File: src/rtl/bp_be_dcache_trace_driver.sv
// ---------------------------------------------------------------------------
// bp_be_dcache_trace_driver
//
// Trace-replay stimulus / response-checker engine.
//
// A combinational trace ROM supplies one entry at a time. Each entry is
// {op[3:0], payload}. The engine drives packets to a DUT, queues the DUT's
// responses in a small FIFO and compares them against expected values from
// the trace. It flags mismatches and illegal opcodes, and it can optionally
// stop on a progress watchdog.
//
// Ports
//   clk_i, reset_i   clock; asynchronous active-high reset
//   rom_addr_o       address of the current trace entry
//   rom_data_i       trace entry {op, payload}, zero-latency ROM
//   pkt_v_o / pkt_o  packet to the DUT (valid only while executing a SEND)
//   pkt_ready_i      the DUT accepts the packet
//   resp_v_i/resp_i  response from the DUT, enqueued when resp_ready_o is high
//   resp_ready_o     response FIFO is not full
//   done_o           sticky; the DONE opcode was reached
//   error_o          sticky; a mismatch, an illegal opcode or a timeout occurred
//   error_count_o    saturating count of mismatches and illegal opcodes
//   timeout_o        sticky; the watchdog fired
//
// Optional feature: define BP_TRACE_DRIVER_WATCHDOG_EN to enable the
// progress watchdog. Without the macro, timeout_o is tied to 0.
// ---------------------------------------------------------------------------
module bp_be_dcache_trace_driver #(
    parameter int payload_width_p  = 128,
    parameter int data_width_p     = 64,
    parameter int rom_addr_width_p = 8,
    parameter int init_delay_p     = 65,
    parameter int fifo_els_p       = 2,
    parameter int timeout_p        = 65535
) (
    input  logic                        clk_i,
    input  logic                        reset_i,
    output logic [rom_addr_width_p-1:0] rom_addr_o,
    input  logic [payload_width_p+3:0]  rom_data_i,
    output logic                        pkt_v_o,
    output logic [payload_width_p-1:0]  pkt_o,
    input  logic                        pkt_ready_i,
    input  logic                        resp_v_i,
    input  logic [data_width_p-1:0]     resp_i,
    output logic                        resp_ready_o,
    output logic                        done_o,
    output logic                        error_o,
    output logic [15:0]                 error_count_o,
    output logic                        timeout_o
);

    // The delay counter only needs to reach init_delay_p-1.
    localparam int dly_w_lp = (init_delay_p > 1) ? $clog2(init_delay_p) : 1;
    localparam int ptr_w_lp = (fifo_els_p > 1) ? $clog2(fifo_els_p) : 1;
    localparam int cnt_w_lp = $clog2(fifo_els_p + 1);

    localparam logic [3:0] op_send_lp = 4'h1;
    localparam logic [3:0] op_recv_lp = 4'h2;
    localparam logic [3:0] op_done_lp = 4'h3;
    localparam logic [3:0] op_wait_lp = 4'h4;

    typedef enum logic [2:0] {
        e_init    = 3'd0,
        e_run     = 3'd1,
        e_wait    = 3'd2,
        e_done    = 3'd3,
        e_timeout = 3'd4
    } state_e;

    state_e                        state_q, state_d;
    logic [rom_addr_width_p-1:0]   addr_q, addr_d;
    logic [dly_w_lp-1:0]           delay_q, delay_d;
    logic [15:0]                   wait_q, wait_d;
    logic                          done_q, done_d;
    logic                          error_q, error_d;
    logic [15:0]                   err_cnt_q, err_cnt_d;

    logic [data_width_p-1:0]       mem_q [fifo_els_p];
    logic [data_width_p-1:0]       mem_d [fifo_els_p];
    logic [ptr_w_lp-1:0]           rd_ptr_q, rd_ptr_d;
    logic [ptr_w_lp-1:0]           wr_ptr_q, wr_ptr_d;
    logic [cnt_w_lp-1:0]           count_q, count_d;

`ifdef BP_TRACE_DRIVER_WATCHDOG_EN
    localparam int wd_w_lp = (timeout_p > 1) ? $clog2(timeout_p) : 1;
    logic [wd_w_lp-1:0]            wd_q, wd_d;
    logic                          timeout_q, timeout_d;
`endif

    logic [3:0]                    op_s;
    logic [payload_width_p-1:0]    payload_s;
    logic                          full_s;
    logic                          empty_s;
    logic                          enq_s;
    logic                          deq_s;
    logic                          retire_s;
    logic                          bump_s;

    // Circular-buffer pointer advance; the depth need not be a power of two.
    function automatic logic [ptr_w_lp-1:0] ptr_inc(input logic [ptr_w_lp-1:0] p);
        if (p == ptr_w_lp'(fifo_els_p - 1)) begin
            return '0;
        end else begin
            return p + ptr_w_lp'(1);
        end
    endfunction

    assign op_s      = rom_data_i[payload_width_p +: 4];
    assign payload_s = rom_data_i[payload_width_p-1:0];
    assign full_s    = (count_q == cnt_w_lp'(fifo_els_p));
    assign empty_s   = (count_q == '0);
    // A full FIFO refuses data even when a pop happens in the same cycle.
    assign enq_s     = resp_v_i & ~full_s;

    assign rom_addr_o    = addr_q;
    assign pkt_o         = payload_s;
    assign pkt_v_o       = (state_q == e_run) && (op_s == op_send_lp);
    assign resp_ready_o  = ~full_s;
    assign done_o        = done_q;
    assign error_o       = error_q;
    assign error_count_o = err_cnt_q;
`ifdef BP_TRACE_DRIVER_WATCHDOG_EN
    assign timeout_o     = timeout_q;
`else
    assign timeout_o     = 1'b0;
`endif

    // Sequencer: trace execution, retire, error accounting and watchdog.
    always_comb begin
        state_d   = state_q;
        addr_d    = addr_q;
        delay_d   = delay_q;
        wait_d    = wait_q;
        done_d    = done_q;
        error_d   = error_q;
        err_cnt_d = err_cnt_q;
        retire_s  = 1'b0;
        deq_s     = 1'b0;
        bump_s    = 1'b0;
`ifdef BP_TRACE_DRIVER_WATCHDOG_EN
        wd_d      = wd_q;
        timeout_d = timeout_q;
`endif
        case (state_q)
            e_init: begin
                if (delay_q == dly_w_lp'(init_delay_p - 1)) begin
                    state_d = e_run;
                end else begin
                    delay_d = delay_q + dly_w_lp'(1);
                end
            end
            e_run: begin
                case (op_s)
                    op_send_lp: begin
                        retire_s = pkt_ready_i;
                    end
                    op_recv_lp: begin
                        if (!empty_s) begin
                            retire_s = 1'b1;
                            deq_s    = 1'b1;
                            bump_s   = (mem_q[rd_ptr_q] != payload_s[data_width_p-1:0]);
                        end else begin
                            retire_s = 1'b0;
                        end
                    end
                    op_done_lp: begin
                        state_d = e_done;
                        done_d  = 1'b1;
                    end
                    op_wait_lp: begin
                        wait_d  = payload_s[15:0];
                        state_d = e_wait;
                    end
                    default: begin
                        retire_s = 1'b1;
                        bump_s   = 1'b1;
                    end
                endcase
            end
            e_wait: begin
                // The cycle in which the counter reads zero is the retire cycle.
                if (wait_q == 16'd0) begin
                    retire_s = 1'b1;
                    state_d  = e_run;
                end else begin
                    wait_d = wait_q - 16'd1;
                end
            end
            e_done: begin
                state_d = e_done;
            end
            e_timeout: begin
                state_d = e_timeout;
            end
            default: begin
                state_d = e_init;
            end
        endcase

        if (retire_s) begin
            addr_d = addr_q + rom_addr_width_p'(1);
        end else begin
            addr_d = addr_q;
        end

        if (bump_s) begin
            error_d = 1'b1;
            if (err_cnt_q != 16'hFFFF) begin
                err_cnt_d = err_cnt_q + 16'd1;
            end else begin
                err_cnt_d = err_cnt_q;
            end
        end else begin
            err_cnt_d = err_cnt_q;
        end

`ifdef BP_TRACE_DRIVER_WATCHDOG_EN
        // Every e_wait cycle either decrements or retires, so it always counts as progress.
        if ((state_q == e_run) || (state_q == e_wait)) begin
            if (retire_s || (state_q == e_wait)) begin
                wd_d = '0;
            end else if ((wd_q == wd_w_lp'(timeout_p - 1)) && (state_d == state_q)) begin
                wd_d      = '0;
                state_d   = e_timeout;
                timeout_d = 1'b1;
                error_d   = 1'b1;
            end else begin
                wd_d = wd_q + wd_w_lp'(1);
            end
        end else begin
            wd_d = wd_q;
        end
`endif
    end

    // Response FIFO next state: push on enqueue, pop on a RECV retire.
    always_comb begin
        mem_d    = mem_q;
        wr_ptr_d = wr_ptr_q;
        rd_ptr_d = rd_ptr_q;
        count_d  = count_q;
        if (enq_s) begin
            mem_d[wr_ptr_q] = resp_i;
            wr_ptr_d        = ptr_inc(wr_ptr_q);
        end else begin
            wr_ptr_d = wr_ptr_q;
        end
        if (deq_s) begin
            rd_ptr_d = ptr_inc(rd_ptr_q);
        end else begin
            rd_ptr_d = rd_ptr_q;
        end
        case ({enq_s, deq_s})
            2'b10:   count_d = count_q + cnt_w_lp'(1);
            2'b01:   count_d = count_q - cnt_w_lp'(1);
            default: count_d = count_q;
        endcase
    end

    // State registers; reset discards the FIFO contents and all sticky flags.
    always_ff @(posedge clk_i or posedge reset_i) begin
        if (reset_i) begin
            state_q   <= e_init;
            addr_q    <= '0;
            delay_q   <= '0;
            wait_q    <= 16'd0;
            done_q    <= 1'b0;
            error_q   <= 1'b0;
            err_cnt_q <= 16'd0;
            mem_q     <= '{default: '0};
            rd_ptr_q  <= '0;
            wr_ptr_q  <= '0;
            count_q   <= '0;
`ifdef BP_TRACE_DRIVER_WATCHDOG_EN
            wd_q      <= '0;
            timeout_q <= 1'b0;
`endif
        end else begin
            state_q   <= state_d;
            addr_q    <= addr_d;
            delay_q   <= delay_d;
            wait_q    <= wait_d;
            done_q    <= done_d;
            error_q   <= error_d;
            err_cnt_q <= err_cnt_d;
            mem_q     <= mem_d;
            rd_ptr_q  <= rd_ptr_d;
            wr_ptr_q  <= wr_ptr_d;
            count_q   <= count_d;
`ifdef BP_TRACE_DRIVER_WATCHDOG_EN
            wd_q      <= wd_d;
            timeout_q <= timeout_d;
`endif
        end
    end

endmodule
File: config.mk
export PLATFORM = sky130hd
export DESIGN_NAME = bp_be_dcache_trace_driver
export DESIGN_NICKNAME = d
export VERILOG_FILES = /design/src/rtl/bp_be_dcache_trace_driver.sv
export SDC_FILE = /design/constraint.sdc
export NUM_CORES = 1
export LEC_CHECK = 0
export CORE_UTILIZATION = 46
export DETAILED_ROUTE_END_ITERATION = 16
export PLACE_DENSITY = 0.93
export SLEW_MARGIN = 15
export SYNTH_ARGS = -nofsm -noshare
export SYNTH_HDL_FRONTEND = slang
export SYNTH_SLANG_ARGS = --single-unit
File: constraint.sdc
create_clock -name clk_i -period 7.5 [get_ports clk_i]
set_clock_uncertainty 0.1 [all_clocks]
set_input_delay 1.875 -clock clk_i [delete_from_list [all_inputs] [get_ports clk_i]]
set_output_delay 1.875 -clock clk_i [all_outputs]
set_load 0.005 [all_outputs]
## Yosys cells after proc, flatten, opt, wreduce, memory -nomap -nowiden

Cells that the tools add are included.

| storage, ports and cells | value |
|---|---|
| register bits after elaboration | 184 |
| input port bits | 200 |
| output and inout port bits | 157 |
| word-level logic and storage cells | 86 |

| operators by class | value |
|---|---|
| add/subtract/negate cells | 8 |
| $lt $le $gt $ge | 3 |
| eq/ne operators | 19 |
| muxes and demuxes | 25 |
| bitwise operators | 5 |
| reductions and logical operators | 14 |

Operator list:

| cell | number |
|---|---|
| $mux 64 | 4 |
| $bwmux 128 | 1 |
| $demux 64 s1 | 1 |
| $ne 64x64->1 | 1 |
| $mux 16 | 2 |
| $pmux 16 s2 | 1 |
| $add 16x1->16 const B | 1 |
| $logic_not 16->1 | 1 |
| $ne 16x16->1 const B | 1 |
| $sub 16x1->16 const B | 1 |
| $pmux 3 s5 | 1 |
| $add 8x1->8 const B | 1 |
| $eq 4x2->1 const B | 2 |
| $mux 1 | 8 |
| $add 7x1->7 const B | 1 |
| $eq 7x7->1 const B | 1 |
| $eq 3x2->1 const B | 2 |
| $mux 3 | 2 |
| $ne 2x2->1 const B | 3 |
| $pmux 3 s2 | 1 |
| $reduce_and 2->1 | 3 |
| $reduce_and 3->1 | 2 |
| $eq 2x2->1 const B | 2 |
| $eq 4x1->1 const B | 1 |
| 23 further kinds | 30 |

## Logic depth before layout (Yosys ltp)

| logic depth | value |
|---|---|
| word-level depth | 9 |
| depth in mapped cells | 11 |

## Worst setup path before layout

No wires, ideal clock.

| timing path | value |
|---|---|
| path kind | input to output |
| start | input port rom_data_i[131] |
| end | output port pkt_v_o |
| arrival time | 2.318 ns |
| required time | 5.525 ns |
| slack | 3.207 ns |
| cell stages on the path | 2 |
| path buffers | 0 |
| cell sequence | nor3_1 -> and3b_1 |

| on the way | value |
|---|---|
| cells in the longest elaborated chain, start to end | 2 |

RTL lines:

| element | line | source |
|---|---|---|
| from (decl) | 39 | `input logic [payload_width_p+3:0] rom_data_i,` |
| $eq 4x1->1 | 117 | `assign pkt_v_o = (state_q == e_run) && (op_s == op_send_lp);` |
| $logic_and 1x1->1 | 117 |  |
| to (decl) | 40 | `output logic pkt_v_o,` |

No other way between the ends.

## Worst setup path in the final report

| timing path | value |
|---|---|
| start | input port rom_data_i[130] |
| end | output port pkt_v_o |

Same word-level chain as after synthesis.

==> run metrics <==
status finished, final reports clean; min Tclk post-route 5380 ps; Worst VDD drop 189 uV; Clock Latency Late Sink 430 ps; synth unique cells 49; sequential fraction of the synthesis area 0.460; Core Region 0.0212 sq mm; Reg-to-Reg Start rd_ptr_q; Levels on crit path 4; drt via density 5.35; Post CTS Setup Buffer Count 0; top cell type's share of synthesized area 0.460; Max Cap Viol 0; Setup crit start rom_data_i[130]; Slew Limit Fails 0; Clock transition at path regs 70 ps; Slew @ Worst Pin 1100 ps; final setup fails 0; most used cell, CP clkdlybuf4s50_1; largest net degree at the start of global routing 74; Worst Path Required 5530 ps; Max clock buf depth 2; post-CTS sizing 0; Die H 149 microns; fin nets 1163; Mapped Avg Cell Area 11.5 sq um; Area Overhead vs Synth 21.4%; fraction of layout instances using a drive strength above 1 0.188; placed cell count 1213; worst path cell trace clkdlybuf4s50_1 > nor3_1 > and3b_1 > clkdlybuf4s50_1; H-Tree Depth 4; detail-routed net length per standard cell 18.9 microns; EDFF count, synth 0; Final HPWL DP 17.5 mm; Hold WC Path Type flop to flop; Mapped Nets 1073; final instance area 0.0121 sq mm; ys flop type dfrtp_1; CP max stage delay 490 ps; FILL cells 1710; non-filler cells, final 1246; Synth Cell Area 0.0100 sq mm; Buf/Inv on CP 2; Worst setup SP type input port; row count 53; Synth async-reset ratio 1.00; Arr. time, crit path 3400 ps; power per cell area 292 mW/mm^2; #FFs+latches synth 184; Num Clock Sinks 184; most common cell after layout, fill and taps aside clkdlybuf4s50_1; placer congestion estimate 0.824; CTS tree yes; register area 0.00461 sq mm; Lkg Pwr 4.85 nW; commonest cells after routing, fill and taps aside 227 x clkdlybuf4s50_1, 183 x dfrtp_1, 130 x mux2_2; crit-path max FO 7; footprint of the multi-input gates 0.00427 sq mm; Overall Global Routing Usage 0.213; CP Class input port to output port; vias in the first global route 6861; endpoint class of the critical path output port; routed vias 6672; Top delay family on crit path buffers and inverters; initial antenna violation count 1; first-pass GRT wire length 35.9 mm; RR Endpoint error_count_o[1]; final hold vios 0; Starting Density 0.473; clk root buf clkbuf_16; Slowest-stage cell, CP clkdlybuf4s50_1; CP Capture Point pkt_v_o; cells on worst reg2reg path 9; drt total wl 23.5 mm; Cells after Synth 867; fmax 186 MHz; port bufs 227; Final ANT Viol Nets 0; final setup TNS 0 ps; r2r setup slk 3400 ps; Final period util 0.717; die width 149 microns; die area 0.0223 sq mm; Placement Cell Area 0.0116 sq mm; grt total ovfl 0; DRC 0; Slew HR 0.264; Yosys top cell by area dfrtp_1; first-pass detailed-route iteration total 4; number of placed I/O pins 357; RSZ-0062 raised after global routing false; Iter 0 DRT Violations 232; yosys warns 0; total CTS buffers 17; Hold-fix buffers, CTS 0; Area contributors post-synth dfrtp_1 46%, mux2_2 15%, buf_4 9.7%, mux2i_1 6.4%, xnor2_1 6.4%
synthesized netlist by cell type, types with 11 or more instances:
| cell | instances |
|---|---|
| dfrtp_1 | 184 |
| mux2_2 | 130 |
| buf_4 | 129 |
| xnor2_1 | 73 |
| mux2i_1 | 64 |
| nand2_1 | 32 |
| nor2_1 | 24 |
| o21ai_0 | 24 |
| xor2_1 | 23 |
| clkbuf_1 | 20 |
| a21oi_1 | 19 |
| nand4_1 | 19 |
| nand3_1 | 16 |
| nor4_1 | 16 |
| and3_1 | 11 |
| nor3_1 | 11 |
cell type report:
type	count	share of cell area
Sequential cell	184	0.380
Multi-Input combinational cell	516	0.352
Timing Repair Buffer	230	0.189
Clock buffer	17	0.0351
Tap cell	275	0.0284
Clock inverter	15	0.0127
Inverter	8	0.00289
Antenna cell	1	0.000206
per-stage QoR:
step / setup WS (ps) / total power (W) / utilization / hold WS [ps]
2_1_floorplan: 525 / 0.00239 / - / 341
3_3_place_gp: 2190 / 0.00264 / 0.546 / 349
3_5_place_dp: 2140 / 0.00270 / 0.546 / 358
4_1_cts: 2120 / 0.00359 / 0.574 / 374
5_1_grt: 2060 / 0.00375 / 0.574 / 393
6_report: 2120 / 0.00355 / 0.574 / 372
cell families (layout without fill, tap and decap cells):
kind of cell               Yosys count  count (layout)  synth area share
muxes                              195             195             0.212
DFF                                184             184             0.460
buffers and inverters              167             270             0.114
and+or+nand+nor                    161             161            0.0897
xor gates and xnor gates            96              96            0.0841
AOI/OAI and AO/OA                   57              57            0.0320
adders and majority gates            6               6           0.00751
other                                1               2          0.000375
how the worst min path moves through the flow:
stage               start    endpoint  slack [ps]  cells after the start
6_report       delay_q[6]  delay_q[6]         370                      1
3_3_place_gp      error_o     error_o         350                      1
5_1_grt        delay_q[6]  delay_q[6]         390                      1
3_5_place_dp      error_o     error_o         360                      1
4_1_cts        delay_q[6]  delay_q[6]         370                      1
2_1_floorplan  delay_q[6]  delay_q[6]         340                      1
worst reg2reg max path: stages (launching register included):
cell and delay, ps:
dfrtp_4 940, buf_4 530, mux2i_1 300, xnor2_1 90, nor4_1 560, nand4_1 180
nor3_2 280, nand4_2 400, nand3_1 290, mux2_1 330
report_power, final:
group          internal [W]  switching, W
Clock              0.000446      0.000431
Combinational      0.000663      0.000466
Sequential          0.00136      0.000186
Total               0.00247       0.00108
flip-flops by register name, indices dropped and copies added (netlist names):
register,count
rd_ptr_q,1
mem_q,128
done_o,1
rom_addr_o,8
wait_q,16
error_count_o,16
error_o,1
wr_ptr_q,1
delay_q,7
count_q,2
state_q,3
routing by layer:
layer,routed length [microns],vias to the layer above,part of all wire,GRT usage
li1,-,3090,-,-
met1,9580,3314,0.41,0.260
met2,12100,242,0.51,0.374
met3,1540,26,0.065,0.0552
met4,298,0,0.013,0.0526
met5,0,-,0,0
(Power assumes the default switching activity.)
